[src/rtl/defines.vh]
// Shared widths for the issue stage and shared_resource, plus the issue-stage
// state encodings and the id that marks "no request presented".
`ifndef RESOURCE_DEFINES_VH
`define RESOURCE_DEFINES_VH

`define ADDRESS_WIDTH   5
`define DATA_WIDTH      32
`define ID_WIDTH        4
`define RESOURCE_DELAY  3

`define STATE_IDLE      2'd0
`define STATE_WAIT      2'd1
`define STATE_RESP      2'd2

// Tag bit clear, index field all ones: no requester index can ever reach it.
`define IDLE_ID         {1'b0, {(`ID_WIDTH-1){1'b1}}}

`endif

[src/rtl/resource_request_arbiter_pkg.sv]
// Common types and widths for the resource request arbiter and its helpers.
`include "defines.vh"

package resource_request_arbiter_pkg;

    localparam int ADDR_W    = `ADDRESS_WIDTH;
    localparam int DATA_W    = `DATA_WIDTH;
    localparam int ID_W      = `ID_WIDTH;
    localparam int RES_DELAY = `RESOURCE_DELAY;
    localparam int IDXF_W    = ID_W - 1;

    localparam logic [ID_W-1:0] IDLE_ID = `IDLE_ID;

    typedef enum logic [1:0] {
        S_IDLE = `STATE_IDLE,
        S_WAIT = `STATE_WAIT,
        S_RESP = `STATE_RESP
    } state_t;

    function automatic logic [ID_W-1:0] make_id(input logic tag, input logic [IDXF_W-1:0] idx);
        return {tag, idx};
    endfunction

endpackage

[src/rtl/rr_arbiter.sv]
// Combinational round-robin pick: first set request at or above rr_ptr, wrapping
// from NUM_REQ-1 back to 0.
module rr_arbiter #(
    parameter int NUM_REQ   = 4,
    parameter int IDX_WIDTH = $clog2(NUM_REQ)
) (
    input  logic [NUM_REQ-1:0]   req,
    input  logic [IDX_WIDTH-1:0] rr_ptr,
    output logic [IDX_WIDTH-1:0] grant,
    output logic                 any_grant
);

    function automatic logic [IDX_WIDTH-1:0] wrap_add(input logic [IDX_WIDTH-1:0] base,
                                                       input int                   off);
        int sum;
        sum = int'(base) + off;
        if (sum >= NUM_REQ) begin
            sum = sum - NUM_REQ;
        end
        return IDX_WIDTH'(sum);
    endfunction

    // Walk offsets from farthest to nearest so the nearest pending request wins.
    always_comb begin
        grant     = '0;
        any_grant = 1'b0;
        for (int off = NUM_REQ - 1; off >= 0; off--) begin
            if (req[wrap_add(rr_ptr, off)]) begin
                grant     = wrap_add(rr_ptr, off);
                any_grant = 1'b1;
            end
        end
    end

endmodule

[src/rtl/resource_request_arbiter.sv]
// Issue stage in front of shared_resource: round-robin grant, one request in
// flight, tagged id matching on the way back and a watchdog for lost responses.
module resource_request_arbiter
    import resource_request_arbiter_pkg::*;
#(
    parameter int NUM_REQ        = 4,
    parameter int IDX_WIDTH      = $clog2(NUM_REQ),
    parameter int TIMEOUT_CYCLES = 64,
    parameter int TO_WIDTH       = $clog2(TIMEOUT_CYCLES + 1)
) (
    input  logic                      clk,
    input  logic                      reset_n,
    input  logic [NUM_REQ-1:0]        req_valid,
    input  logic [NUM_REQ*ADDR_W-1:0] req_address,
    output logic [NUM_REQ-1:0]        req_ready,
    output logic [NUM_REQ-1:0]        rsp_valid,
    output logic [DATA_W-1:0]         rsp_data,
    output logic                      rsp_error,
    output logic [ADDR_W-1:0]         res_address,
    output logic [ID_W-1:0]           res_id,
    input  logic [DATA_W-1:0]         res_out_data,
    input  logic [ID_W-1:0]           res_out_id,
    input  logic                      res_out_valid,
    output logic                      busy,
    output state_t                    state
);

    // Handshake: a requester raises req_valid with a stable address and keeps
    // both until it sees req_ready high in the same cycle; that cycle is the
    // transfer. rsp_valid is a one-cycle pulse with no backpressure.

    state_t                state_q, state_d;
    logic [IDX_WIDTH-1:0]  rr_ptr_q, rr_ptr_d;
    logic                  tag_q, tag_d;
    logic [TO_WIDTH-1:0]   to_cnt_q, to_cnt_d;
    logic [IDX_WIDTH-1:0]  idx_q, idx_d;
    logic [ADDR_W-1:0]     addr_q, addr_d;
    logic [DATA_W-1:0]     data_q, data_d;
    logic                  err_q, err_d;

    logic [IDX_WIDTH-1:0]  grant;
    logic                  any_grant;
    logic [ID_W-1:0]       cur_id;
    logic                  hit;
    logic [IDX_WIDTH-1:0]  ptr_after;

    rr_arbiter #(
        .NUM_REQ   (NUM_REQ),
        .IDX_WIDTH (IDX_WIDTH)
    ) u_rr_arbiter (
        .req       (req_valid),
        .rr_ptr    (rr_ptr_q),
        .grant     (grant),
        .any_grant (any_grant)
    );

    assign cur_id    = make_id(tag_q, IDXF_W'(idx_q));
    assign hit       = res_out_valid && (res_out_id == cur_id);
    assign ptr_after = (idx_q == IDX_WIDTH'(NUM_REQ - 1)) ? '0 : idx_q + IDX_WIDTH'(1);
    assign state     = state_q;

    always_ff @(posedge clk or negedge reset_n) begin
        if (!reset_n) begin
            state_q  <= S_IDLE;
            rr_ptr_q <= '0;
            tag_q    <= 1'b0;
            to_cnt_q <= '0;
            idx_q    <= '0;
            addr_q   <= '0;
            data_q   <= '0;
            err_q    <= 1'b0;
        end else begin
            state_q  <= state_d;
            rr_ptr_q <= rr_ptr_d;
            tag_q    <= tag_d;
            to_cnt_q <= to_cnt_d;
            idx_q    <= idx_d;
            addr_q   <= addr_d;
            data_q   <= data_d;
            err_q    <= err_d;
        end
    end

    always_comb begin
        state_d     = state_q;
        rr_ptr_d    = rr_ptr_q;
        tag_d       = tag_q;
        to_cnt_d    = to_cnt_q;
        idx_d       = idx_q;
        addr_d      = addr_q;
        data_d      = data_q;
        err_d       = err_q;
        req_ready   = '0;
        rsp_valid   = '0;
        rsp_data    = '0;
        rsp_error   = 1'b0;
        res_address = '0;
        res_id      = IDLE_ID;
        busy        = 1'b0;

        case (state_q)
            S_IDLE: begin
                // reset_n gate keeps req_ready low while reset is held.
                if (any_grant && reset_n) begin
                    req_ready[grant] = 1'b1;
                    idx_d            = grant;
                    addr_d           = req_address[grant*ADDR_W +: ADDR_W];
                    to_cnt_d         = '0;
                    state_d          = S_WAIT;
                end
            end

            S_WAIT: begin
                busy        = 1'b1;
                res_address = addr_q;
                res_id      = cur_id;
                to_cnt_d    = to_cnt_q + TO_WIDTH'(1);
                // A match on the expiry cycle still counts as a good response.
                if (hit) begin
                    data_d  = res_out_data;
                    err_d   = 1'b0;
                    state_d = S_RESP;
                end else if (to_cnt_d == TO_WIDTH'(TIMEOUT_CYCLES)) begin
                    data_d  = '0;
                    err_d   = 1'b1;
                    state_d = S_RESP;
                end
            end

            S_RESP: begin
                busy             = 1'b1;
                rsp_valid[idx_q] = 1'b1;
                rsp_data         = data_q;
                rsp_error        = err_q;
                tag_d            = ~tag_q;
                rr_ptr_d         = ptr_after;
                to_cnt_d         = '0;
                state_d          = S_IDLE;
            end

            default: begin
                state_d = S_IDLE;
            end
        endcase
    end

endmodule
[config.mk]
export PLATFORM = sky130hd
export DESIGN_NAME = resource_request_arbiter
export DESIGN_NICKNAME = d
export VERILOG_FILES = /design/src/rtl/resource_request_arbiter_pkg.sv /design/src/rtl/rr_arbiter.sv /design/src/rtl/resource_request_arbiter.sv
export VERILOG_INCLUDE_DIRS = /design/src /design/src/rtl
export SDC_FILE = /design/constraint.sdc
export NUM_CORES = 1
export LEC_CHECK = 0
export ABC_AREA = 0
export BUFFER_PORTS_ARGS = -buffer_cell sky130_fd_sc_hd__buf_2
export CORE_UTILIZATION = 35
export DETAILED_ROUTE_END_ITERATION = 7
export PLACE_DENSITY_LB_ADDON = 0.25
export SLEW_MARGIN = 40
export SYNTH_ARGS = -nofsm -noshare
export SYNTH_HDL_FRONTEND = slang
export SYNTH_SLANG_ARGS = --single-unit
export TNS_END_PERCENT = 50
[constraint.sdc]
create_clock -name clk -period 4.8 [get_ports clk]
set_input_delay 0.48 -clock clk [delete_from_list [all_inputs] [get_ports clk]]
set_output_delay 0.48 -clock clk [all_outputs]
set_load 0.02 [all_outputs]
Yosys cells after proc, flatten, opt, wreduce, memory -nomap -nowiden
Cells that the tools add are included.
{ "totals": {"wordCells": 94, "regBits": 52, "input_bits": 63, "output_inout_bits": 53} }
{ "classes": {"n_shift": 1, "n_lt_le_gt_ge": 12, "reduce_logical": 12, "mul": 1, "bitwise_logic": 1, "n_mux": 43, "eq_ne": 7, "add_sub_neg": 9} }
{ "op_table": {"columns": ["op", "count"], "rows": [
  ["$mux 32", 3],
  ["$mux 2", 12],
  ["$pmux 7 s3", 1],
  ["$shiftx 20x6->5", 1],
  ["$lt 2x3->1 const B", 6],
  ["$mux 4", 4],
  ["$mux 1", 14],
  ["$ge 3x3->1 const B", 3],
  ["$bmux 1 s2", 4],
  ["$reduce_and 2->1", 4],
  ["$sub 2x1->2 const B", 4],
  ["$add 7x1->7 const B", 1],
  ["$eq 7x7->1 const B", 1],
  ["$mux 7", 1],
  ["$add 2x2->3 const B", 2],
  ["$mul 2x3->5 const B", 1],
  ["$mux 5", 1],
  ["$demux 1 s2", 2],
  ["$eq 2x2->1 const B", 2],
  ["$eq 4x4->1", 1],
  ["$ge 2x1->1 const B", 2],
  ["$logic_and 1x1->1", 4],
  ["$pmux 2 s2", 1],
  ["$add 2x1->3 const B", 1],
  ["other kinds (10)", 10]
]} }

Logic depth before layout (Yosys ltp)
Gate-level depths: netlist (run 1).
{ "depth": {"word_depth": 15, "mapped_depth": 7, "mapped_depth_nobuf": 6} }

By module
A second synthesis (run 1) with hierarchy kept.
{ "hier_totals": {"hier_cells": 265, "hier_area_um2": 2817.7} }
{ "modules_own_cells": {"columns": ["module", "area_per_inst_um2", "cells_each", "instances", "seq_area_each_um2"], "rows": [
  ["resource_request_arbiter", 2740.1, 252, 1, 1301.2],
  ["rr_arbiter", 77.6, 13, 1, 0.0]
]} }

Least setup slack after synthesis (run 1)
No wires, ideal clock.
{ "synth_timing": {"kind": "reg-to-output", "startpoint": "register state_q[0], in the netlist state[0]", "endpoint": "output req_ready[3]", "stages_incl_launch_ff": 8, "setup_slack_ps": 2550, "path_buffers": 2, "arrival_ps": 1770, "required_ps": 4320, "path_cell_list": "dfrtp_1 -> inv_1 -> ha_1 -> and2_1 -> clkbuf_1 -> clkbuf_1 -> nand2_1 -> nor2_1"} }
{ "synth_via": {"elab_chain_cells": 2} }
{ "synth_lines": {"columns": ["element", "line", "rtl"], "rows": [
  ["start, declared", "resource_request_arbiter.sv:32", "state_t state_q, state_d;"],
  ["start signal, assigned", "resource_request_arbiter.sv:73", "state_q <= state_d;"],
  ["$logic_not 2->1", "resource_request_arbiter.sv:101", "case (state_q)"],
  ["$mux 4", "resource_request_arbiter.sv:101", null],
  ["end, declared", "resource_request_arbiter.sv:15", "output logic [NUM_REQ-1:0] req_ready,"]
]} }
Every way passes these cells.

Final worst setup path (run 1)
{ "layout_timing": {"startpoint": "input reset_n", "endpoint": "output req_ready[2]"} }
{ "layout_via": {"elab_chain_cells": 3} }
{ "layout_lines": {"columns": ["element", "line", "rtl"], "rows": [
  ["start, declared", "resource_request_arbiter.sv:12", "input logic reset_n,"],
  ["$logic_and 1x1->1", "resource_request_arbiter.sv:104", "if (any_grant && reset_n) begin"],
  ["$mux 4", "resource_request_arbiter.sv:104", null],
  ["$mux 4", "resource_request_arbiter.sv:101", null]
]} }
Every way passes these cells.

==> flow_summary_export.csv, run 1 <==
group,metric,value,unit
worst_setup_path,timing.rr.start,"state[1]",
yosys,synth_edf_count,0,
yosys,yosysTopAreaCell,"dfrtp_1",
worst_setup_path,cp.required,4.32,ns
yosys,async_flop_share,100,%
grt,track_usage,16.7,%
finish,drive_above_1_share,36.7,%
worst_setup_path,critPathCaptureType,"output port",
pwr,p_leak,0.00184,µW
finish,area_growth,25.6,%
worst_setup_path,rrSetupSlack,2.64,ns
timing,min_period,2.73,ns
worst_setup_path,path_max_fanout,54,
floorplanning,core,7770,µm²
timing,fmax,367,MHz
timing,slew_violations,0,
pwr,pwr-share-seq,43.6,%
finish,num_antenna_cells,0,
pwr,power.share.clock,15.7,%
timing,tightest_slew,0.691,ns
cts,h-tree-depth,2,
routing,met1_length,3.10,mm
cts,clk_pin_slew,0.09,ns
routing,wl_per_cell,13.9,µm
cts,postCtsSetupRepairBufs,0,
cts,clock_path_buffers,2,
routing,drc,0,
routing,top_layer_used,"met4",
yosys,synthTopCellsByArea,"dfrtp_1 46%, a22o_1 11%, and2_1 10%",
timing,hold_viol_final,0,
pwr,peakVddDrop,0.209,mV
routing,met2WireLength,3.22,mm
yosys,synth.most_common_cell,"dfrtp_1",
place,dp.cells,470,
place,port_buffers,115,
floorplanning,start_util,36.2,%
pwr,p_sw_share,39.0,%
yosys,syn_area,2810,µm²
timing,setup_tns,0,ns
routing,routed_wl,6.64,mm
finish,fin_cells,478,
routing,num_vias,2346,
cts,clockRootBuffer,"clkbuf_8",
floorplanning,boundaryPins,116,
yosys,yosysWarnings,0,
cts,clock-sinks,52,
floorplanning,die_area,8400,µm²
worst_setup_path,cp-endpoint,"req_ready[2]",
cts,numCtsBuffers,5,
cts,cts_resized,0,
timing,finalSetupViolations,0,
cts,cts_hold_buf,0,
routing,drt_pass1_iterations,4,
worst_setup_path,reg2reg_depth,4,
yosys,synth_common_cells,"52 x dfrtp_1, 46 x and2_1, 34 x a22o_1",
grt,grt-ovfl-total,0,
routing,detail_route.iter0.violations,92,
yosys,syn_area_per_cell,10.5,µm²
yosys,ys.flop_type,"dfrtp_1",
worst_setup_path,cp_data_arrival_time,2.25,ns
timing,rsz0062_at_grt,"no",
yosys,synth_cell_types,41,
yosys,synth_seq_cells,52,
yosys,ys_seq_area_share,46.3,%
floorplanning,die_width,91.6,µm
worst_setup_path,crit_start,"reset_n",
cts,cts_tree,"done",
place,hpwlAfterDp,4.61,mm
grt,grt_max_degree,55,
timing,slew-limit-headroom,54.0,%
grt,grt_pass1_wl,11.2,mm
floorplanning,row_count,32,
yosys,synth_top_area_share,46.3,%
routing,wl_met3,245,µm
min_path,hold_class,"input pin to async pin",
pwr,internal_power,1000,µW
cts,clk_latency,0.31,ns
yosys,postSynthCellCount,267,
yosys,syn_nets,339,
run_status,status,"finished, final reports clean",
run,cap_violations,0,
worst_setup_path,crit_path_start_kind,"input pin",
finish,fin_nets,447,
place,place.gp.congestion,0.841,
worst_setup_path,reg2reg_to,"data_q[3]",
floorplanning,die_h,91.6,µm
routing,ant_nets,0,
grt,antenna_found_initial,0,
finish,num-fill-cells,792,
pwr,p_sw,643,µW
worst_setup_path,worstSetupPathType,"input pin to output port",
timing,post-route-period-util,56.8,%
grt,grt_pass1_vias,2252,
pwr,p_per_area,466,nW/µm²
routing,vias_per_cell,4.91,
pwr,p_comb_share,40.7,%
timing,fin_skew,0.0148,ns
==> layout make-up <==
cell class	instances	area [µm²]	area share, %
repair buffers	118	596	16.9
multi-input cells	191	1390	39.3
flip-flops and latches	52	1300	36.8
clock inverters	3	25.0	0.708
inverters	7	26.3	0.744
clock buffers	5	68.8	1.95
well taps	102	128	3.61
==> power groups by stage <==
stage          combinational (µW)  clock (µW)  sequential [µW]
2_1_floorplan                 497           0              702
3_3_place_gp                  662           0              721
3_5_place_dp                  676           0              724
4_1_cts                       678         270              718
5_1_grt                       745         283              743
6_report                      669         259              717
==> routing by layer <==
metal / vias up / track usage, %
li1: 1173 / -
met1: 1109 / 23.3
met2: 58 / 26.9
met3: 6 / 2.90
met4: 0 / 3.97
met5: - / 0
==> cell usage in the layout (no fill, tap or decap), drive strengths merged, types with 6 or more instances in the layout <==
master,n
a21oi,6
a22o,34
and2,46
buf,118
dfrtp,52
ha,9
inv,9
mux2i,7
nand2,15
nor2,13
o21ai,10
==> flip-flops by register name, indices dropped and copies added (netlist names) <==
| name | count |
|---|---|
| err_q | 1 |
| to_cnt_q | 7 |
| data_q | 32 |
| state | 2 |
| rr_ptr_q | 2 |
| idx_q | 2 |
| tag_q | 1 |
| addr_q | 5 |
==> through the flow <==
step                      area (µm²)  worst slack, ns  hold slack [ns]  total power (µW)  utilization (%)
after floorplan                 2810             2.55            0.184              1200                -
after global placement          3430             2.04            0.475              1380             44.2
final                           3530             2.07            0.279              1650             45.5
after CTS                       3530             2.02            0.305              1670             45.5
after detailed placement        3440             2.03            0.474              1400             44.3
after global routing            3530             1.82            0.342              1770             45.5
==> worst max-delay path, stage by stage <==
cell	delay (ns)
buf_2	0.08
buf_4	0.53
o41a_1	0.30
and2_1	0.44
nand2b_1	0.14
nor2_1	0.10
buf_2	0.17
==> kinds of logic (layout without fill, tap and decap cells) <==
logic type | count (synthesis) | in the layout | share of synthesized area (%)
compound gates | 73 | 73 | 20.9
xor+xnor | 4 | 4 | 1.25
fa+ha+maj | 9 | 9 | 4.01
buf+inv | 24 | 133 | 4.49
flops | 52 | 52 | 46.3
mux | 9 | 9 | 3.29
simple gates | 96 | 96 | 19.8
==> worst min-delay path by stage <==
stage,cells past startpoint,slack [ns],startpoint,end
floorplan,0,0.18,reset_n,addr_q[0]
global placement,1,0.48,data_q[16],data_q[16]
detailed placement,1,0.47,data_q[27],data_q[27]
CTS,2,0.31,reset_n,addr_q[1]
global route,2,0.34,reset_n,data_q[23]
finish,2,0.28,reset_n,addr_q[1]
Power figures use the tool's default switching activity.
==> run 2, diff against run 1 <==
==> constraint.sdc (replaced) <==
create_clock -name clk -period 2.19 [get_ports clk]
set_input_delay 0.219 -clock clk [delete_from_list [all_inputs] [get_ports clk]]
set_output_delay 0.219 -clock clk [all_outputs]
set_load 0.02 [all_outputs]
==> run 2 against run 1 <==
  * Via count grew 3.3%
  * Highest routed layer unchanged
  * Clock power grew to 2.6 times the previous value
  * Cell count grew 1.0%
  * Global-route usage shrank 0.31 points
  * Combinational power grew 130%
  * Clock skew shrank 0.0098 ns
  * Hold slack lost 0.21 ns
  * Register-to-register slack lost 2.4 ns
  * Critical path type is now flop to output port
  * Setup slack lost 2.0 ns
==> flow_summary_export.csv, run 2 (synthesis gave the netlist of run 1 again) <==
group,metric,value,unit
cts,clock-sinks,52,
finish,final_cell_mix,"115 x buf_2, 51 x dfrtp_1, 45 x and2_1, 34 x a22o_1, 15 x nand2_1",
place,placed_area,3490,µm²
cts,clockRootBuffer,"clkbuf_8",
floorplanning,die_width,91.6,µm
run,cap_violations,0,
routing,detail_route.iter0.violations,131,
cts,cts_resized,0,
timing,setup_tns,0,ns
timing,hold_viol_final,0,
worst_setup_path,timing.rr.start,"to_cnt_q[2]",
worst_setup_path,cp.required,1.97,ns
floorplanning,die_h,91.6,µm
worst_setup_path,cpPeakStageDelay,0.46,ns
place,port_buffers,115,
floorplanning,start_util,36.2,%
worst_setup_path,reg2reg_to,"data_q[14]",
pwr,p_per_area,1040,nW/µm²
cts,clk_pin_slew,0.09,ns
floorplanning,core,7770,µm²
worst_setup_path,worstSetupPathType,"flop to output port",
timing,rsz0062_at_grt,"no",
place,place.gp.congestion,0.807,
floorplanning,die_area,8400,µm²
timing,fin_skew,0.00498,ns
routing,routed_wl,6.67,mm
finish,num_antenna_cells,0,
grt,grt_pass1_wl,11.2,mm
worst_setup_path,reg2reg_depth,6,
grt,track_usage,16.3,%
grt,antenna_found_initial,0,
routing,vias_per_cell,5.02,
finish,largestRegisters,"data_q (32), to_cnt_q (7), addr_q (5)",
cts,cts_hold_buf,0,
finish,regMostFlops,"data_q",
pwr,peakVddDrop,0.444,mV
worst_setup_path,critPathCaptureType,"output port",
grt,grt-ovfl-total,0,
finish,largest_reg_flops,32,
worst_setup_path,crit_path_start_kind,"flop",
finish,finalInstanceArea,3620,µm²
cts,cts_tree,"done",
routing,drc,0,
pwr,p_leak,0.00189,µW
timing,min_period,2.08,ns
cts,clk_latency,0.30,ns
min_path,hold_class,"input pin to async pin",
cts,h-tree-depth,2,
timing,fmax,480,MHz
timing,slew_violations,0,
finish,drive_above_1_share,37.8,%
floorplanning,row_count,32,
routing,wl_per_cell,13.8,µm
cts,clock_path_buffers,2,
worst_setup_path,rrSetupSlack,0.21,ns
timing,hold-worst-slack,0.0694,ns
worst_setup_path,cp_data_arrival_time,1.87,ns
finish,fin_nets,452,
worst_setup_path,path_max_fanout,11,
routing,ant_nets,0,
cts,postCtsSetupRepairBufs,0,
worst_setup_path,worstPathCellList,"mux2i_1 -> nor2_2 -> or3_4 -> and3_2 -> buf_2",
routing,drt_pass1_iterations,4,
place,hpwlAfterDp,4.75,mm
cts,numCtsBuffers,5,
timing,slew-limit-headroom,57.4,%
floorplanning,boundaryPins,116,
finish,area_growth,28.7,%
run_status,status,"finished, final reports clean",
timing,post-route-period-util,95.2,%
grt,grt_max_degree,53,
finish,fin_util,46.6,%
worst_setup_path,crit_slowest_cell,"or3_4",
routing,num_vias,2424,
finish,layout_commonest_cell,"buf_2",
timing,tightest_slew,0.639,ns
timing,finalSetupViolations,0,
pwr,finalPower,3770,µW
grt,grt_pass1_vias,2315,
==> run 2: layout make-up <==
class	count	area, µm²
Fill cell	774	4150
Inverter	7	26.3
Multi-Input combinational cell	191	1400
Clock inverter	3	46.3
Tap cell	102	128
Timing Repair Buffer	123	648
Clock buffer	5	68.8
Sequential cell	52	1300
==> run 2: stage by stage <==
step                      cells  setup slack (ns)
after floorplan             267             0.201
after CTS                   483            0.0646
final                       483             0.105
after global routing        483            0.0179
after detailed placement    475             0.205
after global placement      475             0.212
==> run 2: worst max path at each step <==
stage          depth (start not counted)  slack [ns]        start           end
2_1_floorplan                          7        0.20     state[0]  req_ready[3]
3_3_place_gp                           5        0.21  rr_ptr_q[1]     addr_q[4]
6_report                               5        0.11  rr_ptr_q[1]  req_ready[0]
4_1_cts                                5        0.06  rr_ptr_q[1]  req_ready[0]
5_1_grt                                5        0.02  rr_ptr_q[1]  req_ready[0]
3_5_place_dp                           5        0.20  rr_ptr_q[1]     addr_q[4]
==> run 2: critical path, delay by kind of cell, from the launching register on <==
family        cells  cell delay, ns
simple gates      3            0.76
flops             1            0.42
mux               1            0.23
buf+inv           1            0.15
==> run 2: where the power goes <==
part,switching (µW),internal (µW),total (µW)
clock,329,347,676
combinational,843,669,1510
sequential,245,1340,1580
total,1420,2350,3770
==> run 2: per-layer routing <==
layer  vias up  track usage [%]  wire [µm]
met5         -                0          0
met4         0             3.70         58
met3         6             3.23        252
met2        66             26.6       3260
met1      1165             22.4       3090
li1       1187                -          -
